`src/rtl/oct_scan_pkg.sv`:
```
// Shared definitions for the OCT scan datapath: widths, X sample layout
// in BRAM, and the scan sequencer state encoding.
package oct_scan_pkg;

    localparam int OCT_DATA_W    = 16;
    localparam int OCT_ADDR_W    = 13;
    localparam int OCT_ADDR_STEP = 2;

    localparam logic [OCT_ADDR_W-1:0] OCT_X_BASE = 13'd16;

    localparam logic [2:0] S_IDLE  = 3'd0;
    localparam logic [2:0] S_LOAD  = 3'd1;
    localparam logic [2:0] S_LINE  = 3'd2;
    localparam logic [2:0] S_FETCH = 3'd3;
    localparam logic [2:0] S_CAPT  = 3'd4;
    localparam logic [2:0] S_POINT = 3'd5;
    localparam logic [2:0] S_DONE  = 3'd6;

endpackage

```
`src/rtl/scan_trigger_sequencer_point_timer.sv`:
```
// Per-point cycle counter with the X DAC load, acquisition and CCD
// trigger comparators.
import oct_scan_pkg::*;

module point_timer #(
    parameter int W = OCT_DATA_W
) (
    input  logic         clk,
    input  logic         rst,
    input  logic         i_start,
    input  logic         i_run,
    input  logic         i_abort,
    input  logic [W-1:0] i_cpp,
    input  logic [W-1:0] i_da,
    input  logic [W-1:0] i_acq,
    input  logic [W-1:0] i_ccd,
    output logic         o_last,
    output logic         o_da_set,
    output logic         o_da,
    output logic         o_acq,
    output logic         o_ccd
);

    logic [W-1:0] r_pc;
    logic         r_da;
    logic         r_acq;
    logic         r_ccd;
    logic [W-1:0] w_pc_nxt;
    logic         w_nxt_vld;

    assign o_last = i_run && (r_pc == i_cpp - W'(1));

    // Strobes register off the next pc so each lands in the cycle pc == delay.
    always_comb begin
        w_nxt_vld = 1'b0;
        w_pc_nxt  = '0;
        if (i_abort) begin
            w_nxt_vld = 1'b0;
        end else if (i_start) begin
            w_nxt_vld = 1'b1;
        end else if (i_run && !o_last) begin
            w_nxt_vld = 1'b1;
            w_pc_nxt  = r_pc + W'(1);
        end
    end

    assign o_da_set = w_nxt_vld && (w_pc_nxt == i_da);

    always_ff @(posedge clk or posedge rst) begin
        if (rst) begin
            r_pc  <= '0;
            r_da  <= 1'b0;
            r_acq <= 1'b0;
            r_ccd <= 1'b0;
        end else begin
            r_pc  <= w_pc_nxt;
            r_da  <= o_da_set;
            r_acq <= w_nxt_vld && (w_pc_nxt == i_acq);
            r_ccd <= w_nxt_vld && (w_pc_nxt == i_ccd);
        end
    end

    assign o_da  = r_da;
    assign o_acq = r_acq;
    assign o_ccd = r_ccd;

endmodule

```
`src/rtl/scan_trigger_sequencer.sv`:
```
// Runs one OCT scan from the latched frame config: X samples from BRAM
// to the X DAC per point, Y DAC stepped per line, triggers per point.
import oct_scan_pkg::*;

module scan_trigger_sequencer #(
    parameter int                ADDR_W    = OCT_ADDR_W,
    parameter int                DATA_W    = OCT_DATA_W,
    parameter logic [ADDR_W-1:0] X_BASE    = ADDR_W'(OCT_X_BASE),
    parameter int                ADDR_STEP = OCT_ADDR_STEP
) (
    input  logic              clk,
    input  logic              rst,
    input  logic              frame_done,
    input  logic              abort,
    input  logic [DATA_W-1:0] cfg_x_points,
    input  logic [DATA_W-1:0] cfg_x_blocks,
    input  logic [DATA_W-1:0] cfg_y_points,
    input  logic [DATA_W-1:0] cfg_cycles_pp,
    input  logic [DATA_W-1:0] cfg_da_delay,
    input  logic [DATA_W-1:0] cfg_acq_delay,
    input  logic [DATA_W-1:0] cfg_ccd_delay,
    output logic [ADDR_W-1:0] bram_addr,
    input  logic [DATA_W-1:0] bram_data,
    output logic [DATA_W-1:0] xdac_data,
    output logic              xdac_load,
    output logic [DATA_W-1:0] ydac_data,
    output logic              ydac_load,
    output logic              acq_trig,
    output logic              ccd_trig,
    output logic              busy,
    output logic              scan_done
);

    logic [2:0]        r_state;
    logic              r_fd_q;
    logic              r_fd_armed;
    logic [DATA_W-1:0] r_xp;
    logic [DATA_W-1:0] r_xb;
    logic [DATA_W-1:0] r_yp;
    logic [DATA_W-1:0] r_cpp;
    logic [DATA_W-1:0] r_da;
    logic [DATA_W-1:0] r_acq;
    logic [DATA_W-1:0] r_ccd;
    logic [DATA_W-1:0] r_x;
    logic [DATA_W-1:0] r_blk;
    logic [DATA_W-1:0] r_y;
    logic [DATA_W-1:0] r_sample;
    logic [DATA_W-1:0] r_xdac;
    logic [DATA_W-1:0] r_ydac;
    logic              r_ydac_load;
    logic [ADDR_W-1:0] r_addr;

    logic w_start;
    logic w_zero_cfg;
    logic w_last;
    logic w_da_set;

    function automatic logic [ADDR_W-1:0] f_addr(input logic [DATA_W-1:0] x);
        return X_BASE + ADDR_W'(ADDR_STEP) * ADDR_W'(x);
    endfunction

    // Armed flag keeps a level held high through reset from looking like an edge.
    assign w_start    = r_fd_armed && frame_done && !r_fd_q;
    assign w_zero_cfg = (r_xp == '0) || (r_xb == '0) || (r_yp == '0);

    point_timer #(
        .W        (DATA_W)
    ) u_timer (
        .clk      (clk),
        .rst      (rst),
        .i_start  (r_state == S_CAPT),
        .i_run    (r_state == S_POINT),
        .i_abort  (abort),
        .i_cpp    (r_cpp),
        .i_da     (r_da),
        .i_acq    (r_acq),
        .i_ccd    (r_ccd),
        .o_last   (w_last),
        .o_da_set (w_da_set),
        .o_da     (xdac_load),
        .o_acq    (acq_trig),
        .o_ccd    (ccd_trig)
    );

    always_ff @(posedge clk or posedge rst) begin
        if (rst) begin
            r_state     <= S_IDLE;
            r_fd_q      <= 1'b0;
            r_fd_armed  <= 1'b0;
            r_xp        <= '0;
            r_xb        <= '0;
            r_yp        <= '0;
            r_cpp       <= '0;
            r_da        <= '0;
            r_acq       <= '0;
            r_ccd       <= '0;
            r_x         <= '0;
            r_blk       <= '0;
            r_y         <= '0;
            r_sample    <= '0;
            r_xdac      <= '0;
            r_ydac      <= '0;
            r_ydac_load <= 1'b0;
            r_addr      <= '0;
        end else begin
            r_fd_q      <= frame_done;
            r_fd_armed  <= 1'b1;
            r_ydac_load <= 1'b0;
            if (w_da_set) begin
                r_xdac <= (r_state == S_CAPT) ? bram_data : r_sample;
            end
            if (abort) begin
                r_state <= S_IDLE;
            end else begin
                unique case (r_state)
                    S_IDLE: begin
                        if (w_start) begin
                            r_xp    <= cfg_x_points;
                            r_xb    <= cfg_x_blocks;
                            r_yp    <= cfg_y_points;
                            r_cpp   <= (cfg_cycles_pp == '0) ?
                                       DATA_W'(1) : cfg_cycles_pp;
                            r_da    <= cfg_da_delay;
                            r_acq   <= cfg_acq_delay;
                            r_ccd   <= cfg_ccd_delay;
                            r_x     <= '0;
                            r_blk   <= '0;
                            r_y     <= '0;
                            r_state <= S_LOAD;
                        end
                    end
                    S_LOAD: begin
                        if (w_zero_cfg) begin
                            r_state <= S_DONE;
                        end else begin
                            r_ydac      <= r_y;
                            r_ydac_load <= 1'b1;
                            r_state     <= S_LINE;
                        end
                    end
                    S_LINE: begin
                        r_addr  <= f_addr('0);
                        r_state <= S_FETCH;
                    end
                    S_FETCH: begin
                        r_state <= S_CAPT;
                    end
                    S_CAPT: begin
                        r_sample <= bram_data;
                        r_state  <= S_POINT;
                    end
                    S_POINT: begin
                        if (w_last) begin
                            if (r_x < r_xp - DATA_W'(1)) begin
                                r_x     <= r_x + DATA_W'(1);
                                r_addr  <= f_addr(r_x + DATA_W'(1));
                                r_state <= S_FETCH;
                            end else if (r_blk < r_xb - DATA_W'(1)) begin
                                r_x     <= '0;
                                r_blk   <= r_blk + DATA_W'(1);
                                r_addr  <= f_addr('0);
                                r_state <= S_FETCH;
                            end else if (r_y < r_yp - DATA_W'(1)) begin
                                r_x         <= '0;
                                r_blk       <= '0;
                                r_y         <= r_y + DATA_W'(1);
                                r_ydac      <= r_y + DATA_W'(1);
                                r_ydac_load <= 1'b1;
                                r_state     <= S_LINE;
                            end else begin
                                r_x     <= '0;
                                r_blk   <= '0;
                                r_state <= S_DONE;
                            end
                        end
                    end
                    S_DONE: begin
                        r_state <= S_IDLE;
                    end
                    default: begin
                        r_state <= S_IDLE;
                    end
                endcase
            end
        end
    end

    assign bram_addr = r_addr;
    assign xdac_data = r_xdac;
    assign ydac_data = r_ydac;
    assign ydac_load = r_ydac_load;
    assign busy      = (r_state != S_IDLE);
    assign scan_done = (r_state == S_DONE);

endmodule
```
`config.mk`:
```
export PLATFORM = sky130hd
export DESIGN_NAME = scan_trigger_sequencer
export DESIGN_NICKNAME = d
export VERILOG_FILES = /design/src/rtl/oct_scan_pkg.sv /design/src/rtl/scan_trigger_sequencer_point_timer.sv /design/src/rtl/scan_trigger_sequencer.sv
export SDC_FILE = /design/constraint.sdc
export NUM_CORES = 1
export LEC_CHECK = 0
export CORE_AREA = 2 2 170 172
export CTS_BUF_LIST = sky130_fd_sc_hd__clkbuf_8
export DETAILED_ROUTE_END_ITERATION = 10
export DIE_AREA = 0 0 172 174
export GPL_ROUTABILITY_DRIVEN = 0
export PLACE_DENSITY_LB_ADDON = 0.2
export SKIP_LAST_GASP = 1
export SLEW_MARGIN = 20
export SYNTH_ARGS = -nofsm -noshare
export SYNTH_HDL_FRONTEND = slang
export SYNTH_SLANG_ARGS = --single-unit
```
`constraint.sdc`:
```
create_clock -name clk -period 11.16 [get_ports clk]
set_input_delay 2.232 -clock clk [delete_from_list [all_inputs] [get_ports clk]]
set_output_delay 2.232 -clock clk [all_outputs]
set_load 0.01 [all_outputs]
```
==> out/qor.yml, run 1 <==
worst_setup_path:
  crit_type: "reg -> reg"
  cp-end-kind: "flip-flop"
  start_kind: "flip-flop"
  cp_max_fo: 23
  arrival_ns: 5.54
  worst_ep_required_time_ns: 11.59
synth:
  synth_edf_count: 0
  avgSynthCellArea_um2: 10.2
  async_flop_share: 1.00
  synth_seq_area_share: 0.440
  syn_inst: 1360
  yosysTopAreaCell: "dfrtp_1"
  synth_cell_types: 75
  yosys_register_bits: 245
  synth_flop_cell: "dfrtp_1"
  synth_fp_nets: 1548
  syn_area_um2: 13900
  synth_area_leaders: "dfrtp_1 44%, mux2_2 12%, ha_1 5.0%"
  synth_warnings: 0
  synth_top_area_frac: 0.440
route:
  first_iter_violations: 576
  drt-total-wl_mm: 33.3
  vias_per_cell: 5.67
  first_pass_iters: 5
  drcViolationCount: 0
  ant_nets: 0
  num_vias: 11069
  wl_per_cell_um: 17.1
cells_and_area:
  fillers: 2458
  final_cells: 1951
  synthToLayoutAreaGrowth_pct: 22.5
  nNetsFinal: 1721
  drive_gt1_frac: 0.154
cts:
  htree_levels: 2
  post_cts.repair.setup_buffers: 0
  cts_tree: "done"
  cts_root_buffer: "clkbuf_8"
  numCtsBuffers: 44
  clock_path_buffers: 3
  clk-insertion-delay-late_ns: 0.56
  path_clk_slew_ns: 0.06
  cts_hold_buf: 0
  post_cts_resized: 0
  clkSinkCount: 245
sta:
  final_hold_viol_count: 0
  finalSetupViolations: 0
  drv_slew: 0
  hold_slack_ns: 0.476
  worstMarginPinSlew_ns: 1.05
  relSlewSlack: 0.300
  finalClockSkew_ns: 0.0316
  rsz0062_at_grt: "false"
  fin_tns_setup_ns: 0
  period_share: 0.458
  clock.fmax_ghz: 0.196
  finalCriticalPeriod_ns: 5.11
global_routing:
  first_global_vias: 11067
  grtUsageTotal: 0.228
  grt_pass1_wl_mm: 55.7
  overflow: 0
  antenna_found_initial: 2
  grt_max_degree: 110
placement:
  io_buffers: 181
  placedCellCount: 1871
  dp_hpwl_mm: 24.2
run_status:
  status: "completed"
pwr:
  p_total_mw: 3.00
  power_density_nw_per_um2: 176
  p_leak_nw: 7.15
  ir_drop_uv: 113
die:
  coreArea_um2: 28200
  num_io_pins: 183
  initial_core_util: 0.493
  row_count: 62
  dieArea_um2: 29900
  dieHeight_um: 174
  dieWidth_um: 172
min_path:
  hold_class: "reg -> reg"
flow_run:
  drv_cap: 0
cell families (layout without fill, tap and decap cells):
group	count (synthesis)	after routing	synth area share
and+or+nand+nor	416	416	0.154
other	2	3	0.000539
AOI/OAI and AO/OA	267	267	0.122
muxes	154	154	0.124
DFF	245	245	0.440
adders and majority gates	56	56	0.0503
xor gates and xnor gates	129	129	0.0831
buffers and inverters	91	297	0.0258
critical path, cell delays in order, from the launching register on:
cell      delay [ns]
dfrtp_1         0.42
or4_1           0.60
nor4_1          0.30
nand2_1         0.20
nor3_1          0.21
xnor2_1         0.15
ha_1            0.27
a21o_1          0.16
a21o_1          0.16
a221oi_1        0.31
nand4b_1        0.69
and2_1          0.47
a221o_1         0.66
o31ai_1         0.37
per-stage QoR:
step	area (um2)	setup WS [ns]	util
global route	17100	5.68	0.604
CTS	17100	6.09	0.604
finish	17100	6.05	0.605
detailed placement	16100	5.90	0.569
floorplan	13900	2.20	-
global placement	16100	6.03	0.569
metal layers:
| metal | global-route usage | up-vias | share of wire |
|---|---|---|---|
| li1 | - | 5316 | - |
| met1 | 0.303 | 5342 | 0.44 |
| met2 | 0.363 | 327 | 0.46 |
| met3 | 0.0562 | 82 | 0.069 |
| met4 | 0.0791 | 2 | 0.032 |
| met5 | 0 | - | 0.00033 |
flip-flops by register name, indices dropped and copies added (netlist names):
name	flops
r_xp	16
ydac_data	16
bram_addr	12
r_ccd	16
r_y	16
ydac_load	1
u_timer.o_da	1
u_timer.o_ccd	1
r_x	16
r_yp	16
r_cpp	16
xdac_data	16
r_blk	16
r_sample	16
r_xb	16
r_fd_q	1
r_da	16
r_acq	16
r_fd_armed	1
u_timer.o_acq	1
u_timer.r_pc	16
r_state	3
area by class of cell:
cell class,count,area (um2),area share
repair buffers,191,1890,0.111
diodes,1,2.50,0.000147
clock inverters,21,205,0.0120
inverters,27,109,0.00638
well taps,384,480,0.0281
multi-input cells,1024,7450,0.437
clock buffers,58,798,0.0468
flip-flops and latches,245,6130,0.359
placed cells by master (no fill, tap or decap), types with 5 or more instances in the layout:
master and count:
a21o_1 9, a21oi_1 62, a31oi_1 22, and2_1 6, and3_1 26, and4_1 6, buf_4 9, clkbuf_8 58
clkdlybuf4s50_1 181, dfrtp_1 245, ha_1 56, inv_1 34, mux2_1 9, mux2_2 144, nand2_1 82, nand2b_1 22
nand3_1 31, nand3b_1 5, nand4_1 25, nor2_1 112, nor2b_1 5, nor3_1 29, nor4_1 22, nor4b_1 13
o211ai_1 5, o21a_1 5, o21ai_0 79, o22ai_1 7, o31ai_1 21, o32ai_1 11, o41ai_1 7, or2_2 5
or4_1 9, xnor2_1 63, xor2_1 64
cell usage after synthesis (3+ instances only):
cell and n:
buf_1 4, and2_1 6, nand3_1 31, dfrtp_1 245
nand2_1 82, nand2b_1 22, a2111oi_0 3, nor2_1 112
a21o_1 9, xnor2_1 63, clkbuf_1 53, o32ai_1 11
a21oi_1 62, o41ai_1 7, or4_1 9, mux2_2 144
a22oi_1 3, o21ai_0 79, o31ai_1 21, a221oi_1 4
or3_1 4, nor3_1 30, and3_1 26, and4_1 7
nand3b_1 5, nor4b_1 13, o221ai_1 3, or2_2 5
xor2_1 64, buf_2 5, nand4_1 25, o211ai_1 5
a31oi_1 22, mux2_1 9, nor2b_1 6, o21a_1 5
o22ai_1 7, o2111ai_1 3, nor4_1 22, inv_1 25
ha_1 56
path summary, 6_finish.rpt:
check | depth (start not counted) | end | startpoint | slack [ns]
min reg2reg | 2 | bram_addr[9] | bram_addr[9] | 0.48
max reg2reg | 13 | bram_addr[12] | r_xb[2] | 6.05
max in group asynchronous | 3 | r_xp[4] | rst | 7.73
max | 13 | bram_addr[12] | r_xb[2] | 6.05
min in group asynchronous | 2 | r_sample[6] | rst | 2.19
min | 2 | bram_addr[9] | bram_addr[9] | 0.48
power by group:
part           switching [mW]  internal (mW)  leakage, nW
sequential              0.220           1.08         3.16
combinational           0.317          0.435         3.44
clock                   0.381          0.559        0.553
Power figures use the tool's default switching activity.
==> run 2, diff against run 1 <==
==> constraint.sdc (replaced) <==
create_clock -name clk -period 5.1 [get_ports clk]
set_input_delay 1.02 -clock clk [delete_from_list [all_inputs] [get_ports clk]]
set_output_delay 1.02 -clock clk [all_outputs]
set_load 0.01 [all_outputs]
==> run 2 against run 1 <==
Against the previous run: hold slack better by 0.0038 ns; global-route usage is 0.063 points lower; critical path type unchanged; core utilization shrank 0.12 points; final cell count rose by 0.10%; sequential power rose by 120%; largest cell class unchanged.
==> out/qor.yml, run 2 (synthesis gave the netlist of run 1 again) <==
global_routing:
  met2_usage: 0.358  # -0.00552
  overflow: 0  # unchanged
  grt_use_met1: 0.308  # +0.00519
  top_usage_layer: "met2"
  first_global_vias: 10938  # -1.2%
  use_met3: 0.0581  # +0.00182
  antenna_found_initial: 2  # unchanged
  grt_pass1_wl_mm: 55.3  # -0.72%
  grt_max_degree: 143  # +30%
  grtUsageTotal: 0.227  # -0.000632
cells_and_area:
  mostFrequentLayoutCells: "245 x dfrtp_1, 181 x clkdlybuf4s50_1, 144 x mux2_2, 112 x nor2_1, 82 x nand2_1"
  final_cells: 1953  # +0.10%
  drive_gt1_frac: 0.154  # about the same
  layout_commonest_cell: "dfrtp_1"
  fillers: 2435  # -0.94%
  synthToLayoutAreaGrowth_pct: 22.3
  final_util: 0.603  # -0.00120
  nNetsFinal: 1725  # +0.23%
min_path:
  hold_class: "reg -> reg"
  hold_path_end: "bram_addr[8]"
  min_from: "bram_addr[8]"
  holdPathStages: 2  # unchanged
cts:
  clkSinkCount: 245  # unchanged
  post_cts.repair.setup_buffers: 0  # unchanged
  cts_hold_buf: 0  # unchanged
  numCtsBuffers: 44  # unchanged
  cts_tree: "done"
  post_cts_resized: 0  # unchanged
  clock_path_buffers: 3  # unchanged
  path_clk_slew_ns: 0.06  # about the same
  htree_levels: 2  # unchanged
  clk-insertion-delay-late_ns: 0.56  # about the same
  cts_root_buffer: "clkbuf_8"
worst_setup_path:
  rrSetupSlack_ns: 0.78  # -5.27 ns
  crit_type: "reg -> reg"
  r2r_start: "r_xb[2]"
  r2r_end: "bram_addr[12]"
  worst_ep_required_time_ns: 5.55  # -6.04 ns
  cp-end-kind: "flip-flop"
  arrival_ns: 4.77  # -0.77 ns
  start_kind: "flip-flop"
  worstRegToRegCells: 13  # unchanged
  cp_max_fo: 23  # unchanged
sta:
  drv_slew: 0  # unchanged
  final_hold_viol_count: 0  # unchanged
  finalSetupViolations: 0  # unchanged
  rsz0062_at_grt: "false"
  period_share: 0.847  # +0.389
  fin_ws_ns: 0.780  # -5.27 ns
  finalCriticalPeriod_ns: 4.32  # -0.793 ns
  worstMarginPinSlew_ns: 0.975  # -0.0703 ns
  fin_tns_setup_ns: 0  # unchanged
  finalClockSkew_ns: 0.0205  # -0.0111 ns
  clock.fmax_ghz: 0.232  # +18%
  relSlewSlack: 0.350  # +0.0500
flow_run:
  drv_cap: 0  # unchanged
route:
  drcViolationCount: 0  # unchanged
  ant_nets: 0  # unchanged
  first_pass_iters: 5  # unchanged
  wl_per_cell_um: 17.1  # +0.22%
  first_iter_violations: 600  # +4.2%
  num_vias: 11012  # -0.51%
  drt-total-wl_mm: 33.5  # +0.33%
  vias_per_cell: 5.64  # -0.62%
die:
  row_count: 62  # unchanged
  initial_core_util: 0.493  # unchanged
  dieArea_um2: 29900  # unchanged
  coreArea_um2: 28200  # unchanged
  num_io_pins: 183  # unchanged
  dieWidth_um: 172  # unchanged
  dieHeight_um: 174  # unchanged
pwr:
  p_leak_nw: 7.14  # -0.25%
  power_density_nw_per_um2: 375  # +110%
  ir_drop_uv: 231  # +110%
run_status:
  status: "completed"
placement:
  io_buffers: 181  # unchanged
  placedCellCount: 1875  # +0.21%
  dp_slack_ns: 0.781  # -5.12 ns
  dp_hpwl_mm: 24.3  # +0.28%
## run 2: routing by layer
metal,share of wire,up-vias,routed length [um]
met5,0,-,0
met4,0.026,0,855
met3,0.067,68,2230
met2,0.46,310,15300
met1,0.45,5303,15100
li1,-,5331,-
## run 2: cell type report
cell class	instances	area, um2	area share
clock inverter	20	150	0.00881
timing repair buffer	195	1940	0.114
inverter	27	105	0.00617
sequential	245	6130	0.360
tap	384	480	0.0282
antenna	2	5.00	0.000294
clock buffer	56	771	0.0452
multi-input combinational	1024	7450	0.437
## run 2: worst max path at each step
stage | startpoint | to | slack [ns] | cells after the start
after floorplan | rst | bram_addr[10] | 0.86 | 1
after global placement | r_yp[4] | r_y[7] | 0.81 | 12
after detailed placement | r_yp[4] | r_y[9] | 0.78 | 12
after CTS | r_yp[4] | r_y[9] | 0.76 | 12
after global routing | r_xb[2] | r_y[10] | 0.28 | 14
final | r_xb[2] | bram_addr[12] | 0.78 | 13
## run 2: through the flow
step / area, um2 / hold slack [ns] / power (mW)
floorplan: 13900 / 0.451 / 3.89
global placement: 16100 / 0.462 / 4.46
detailed placement: 16100 / 0.470 / 4.52
CTS: 17000 / 0.481 / 6.46
global route: 17000 / 0.495 / 6.81
finish: 17000 / 0.480 / 6.38
## run 2: power by group
group | switching, mW | internal (mW) | total (mW)
Sequential | 0.466 | 2.37 | 2.84
Clock | 0.813 | 1.09 | 1.90
Combinational | 0.690 | 0.953 | 1.64
## run 2: critical path: stages, from the launching register on
cell and delay [ns]:
dfrtp_1 0.42, or4_1 0.60, nor4_1 0.29, nand2_1 0.18
nor3_1 0.21, xnor2_1 0.15, ha_1 0.26, a21o_1 0.16
a21o_1 0.17, a221oi_1 0.33, nand4b_1 0.23, and2_1 0.24
a221o_1 0.63, o31ai_1 0.35
==> run 3, diff against run 2 <==
==> constraint.sdc (replaced) <==
create_clock -name clk -period 3.5 [get_ports clk]
set_input_delay 0.7 -clock clk [delete_from_list [all_inputs] [get_ports clk]]
set_output_delay 0.7 -clock clk [all_outputs]
set_load 0.01 [all_outputs]
==> run 3 against run 2 <==
Against the previous run: the flow now finishes with violations (setup timing); die area unchanged; sequential power increased by 46%; critical path depth increased by 4; total power increased by 55%; sequential share of layout area decreased by 3.8 points; critical path type unchanged; critical endpoint is now ydac_data[15]; largest cell class unchanged.
==> out/qor.yml, run 3 (synthesis gave the netlist of run 1 again) <==
cts:
  clk-insertion-delay-late_ns: 0.56  # about the same
  clock_path_buffers: 3  # unchanged
  htree_levels: 2  # unchanged
  clkSinkCount: 245  # unchanged
  numCtsBuffers: 44  # unchanged
  cts_tree: "done"
  cts_hold_buf: 0  # unchanged
  path_clk_slew_ns: 0.05  # about the same
  cts_root_buffer: "clkbuf_8"
sta:
  finalClockSkew_ns: 0.0246  # +0.00416 ns
  final_hold_viol_count: 0  # unchanged
  finalCriticalPeriod_ns: 3.84  # -0.477 ns
  worstMarginPinSlew_ns: 0.611  # -0.364 ns
  fin_tns_setup_ns: -11.66  # -11.66 ns
  rsz0062_at_grt: "true"
  period_share: 1.10  # +0.251
  drv_slew: 0  # unchanged
  clock.fmax_ghz: 0.260  # +12%
  finalSetupViolations: 75  # +75
  relSlewSlack: 0.590  # +0.240
  fin_ws_ns: -0.342  # -1.12 ns
route:
  drcViolationCount: 0  # unchanged
  drt-total-wl_mm: 36.3  # +8.4%
  num_vias: 11728  # +6.5%
  first_pass_iters: 5  # unchanged
  wl_per_cell_um: 17.4  # +1.8%
  first_iter_violations: 657  # +9.5%
  vias_per_cell: 5.64  # about the same
  ant_nets: 0  # unchanged
pwr:
  ir_drop_uv: 305  # +32%
  pwr-share-seq: 0.418  # -0.026
  switching_share: 0.320  # +0.0117
  power_density_nw_per_um2: 521  # +39%
  p_leak_nw: 8.04  # +13%
  switchingPower_mw: 3.18  # +61%
  p_total_mw: 9.92  # +55%
  combinationalPowerShare: 0.315  # +0.057
  p_clk_frac: 0.267  # -0.031
  p_int_mw: 6.74  # +53%
die:
  num_io_pins: 183  # unchanged
  coreArea_um2: 28200  # unchanged
  dieHeight_um: 174  # unchanged
  initial_core_util: 0.493  # unchanged
  row_count: 62  # unchanged
  dieWidth_um: 172  # unchanged
  dieArea_um2: 29900  # unchanged
flow_run:
  drv_cap: 0  # unchanged
worst_setup_path:
  crit_path_max_incr_delay_ns: 0.56  # -0.07 ns
  crit_slowest_cell: "or4_4"
  worst_ep_required_time_ns: 3.96  # -1.59 ns
  start_kind: "flip-flop"
  crit_type: "reg -> reg"
  cp-end-kind: "flip-flop"
  arrival_ns: 4.31  # -0.46 ns
  cp_cell_sequence: "or4_4 > nor4_4 > nand3b_1 > nor3_2 > xnor2_1 > ha_1 > nand4_1 > nor2_2 > o211ai_1 > a21oi_2 > nand4b_1 > buf_4 > and3_4 > and4_4 > buf_12 > nor2_1 > a21oi_1"
  cp_max_fo: 5  # -78%
cells_and_area:
  fillers: 2232  # -8.3%
  regArea_um2: 6130  # unchanged
  mostFrequentLayoutCells: "245 x dfrtp_1, 181 x clkdlybuf4s50_1, 137 x mux2_2, 114 x buf_4, 90 x nor2_1"
  drive_gt1_frac: 0.296  # +0.142
  final_cells: 2080  # +6.5%
  nNetsFinal: 1855  # +7.5%
  layout_commonest_cell: "dfrtp_1"
  synthToLayoutAreaGrowth_pct: 36.5
  multi_input_area_um2: 8230  # +10%
global_routing:
  use_met3: 0.0576  # -0.000455
  grt_use_met1: 0.314  # +0.00594
  first_global_vias: 11594  # +6.0%
  top_usage_layer: "met2"
  antenna_found_initial: 3  # +1
  met2_usage: 0.385  # +0.0274
  grtUsageTotal: 0.237  # +0.00974
  overflow: 0  # unchanged
  grt_max_degree: 76  # -47%
  grt_pass1_wl_mm: 57.8  # +4.5%
placement:
  placedCellCount: 1982  # +5.7%
  dp_hpwl_mm: 25.4  # +4.7%
  io_buffers: 181  # unchanged
min_path:
  hold_class: "reg -> reg"
run_status:
  status: "finished with violations"
  violations: "setup timing"
-- run 3: cell types whose count changed in the layout (fill, tap and decap cells not counted), moves of 15 or more --
cell and change:
o21ai_1 +16, mux2_4 +16, a21oi_2 +15, a21oi_1 -16, buf_4 +102, o21ai_0 -42, o21ai_2 +25, nor2_1 -22
-- run 3: power by group through the flow --
stage,sequential [mW],clock (mW),combinational (mW)
2_1_floorplan,4.03,0,1.68
3_3_place_gp,4.07,0,2.76
3_5_place_dp,4.10,0,2.86
4_1_cts,4.07,2.70,2.93
5_1_grt,4.23,2.85,3.46
6_report,4.14,2.65,3.13
-- run 3: layout make-up --
| cell class | instances | area share |
|---|---|---|
| well taps | 384 | 0.0253 |
| clock inverters | 21 | 0.00756 |
| flip-flops and latches | 245 | 0.322 |
| diodes | 3 | 0.000395 |
| repair buffers | 325 | 0.169 |
| inverters | 27 | 0.00566 |
| multi-input cells | 1024 | 0.433 |
| clock buffers | 51 | 0.0369 |
-- run 3: layer usage --
metal | share of wire | up-vias
li1 | - | 5586
met1 | 0.43 | 5709
met2 | 0.47 | 362
met3 | 0.067 | 71
met4 | 0.028 | 0
met5 | 0 | -
-- run 3: stage by stage --
step                hold slack [ns]   util  instance area (um2)  worst slack, ns
finish                        0.480  0.674                19000           -0.342
global route                  0.506  0.673                19000           -0.546
CTS                           0.483  0.644                18200           -0.269
detailed placement            0.471  0.605                17100           -0.253
global placement              0.463  0.605                17100           -0.164
floorplan                     0.451      -                14000           -0.418
-- run 3: worst max-delay path, delay by kind of cell, from the launching register on --
kind | cells | cell delay [ns]
AO/OA/AOI/OAI | 3 | 0.44
XOR/XNOR | 1 | 0.08
AND/OR/NAND/NOR | 10 | 2.26
adder cells (fa/ha/maj) | 1 | 0.27
buffers and inverters | 2 | 0.32
flip-flops | 1 | 0.38
-- run 3: repair_timing --
item,CTS,global route
endpoints found under the setup margin,88,96
setup buffers,4,13
pin swaps,17,45
resized for setup,64,164
cloned,2,6
-- run 3: path summary, 6_finish.rpt --
kind                       cells past startpoint    startpoint  slack, ns            end
max                                           17       r_xb[5]      -0.34  ydac_data[15]
max in group asynchronous                      4           rst       2.01       r_ccd[9]
min                                            2  bram_addr[5]       0.48   bram_addr[5]
max reg2reg                                   17       r_xb[5]      -0.34  ydac_data[15]
min reg2reg                                    2  bram_addr[5]       0.48   bram_addr[5]
min in group asynchronous                      2           rst       0.53    r_sample[0]
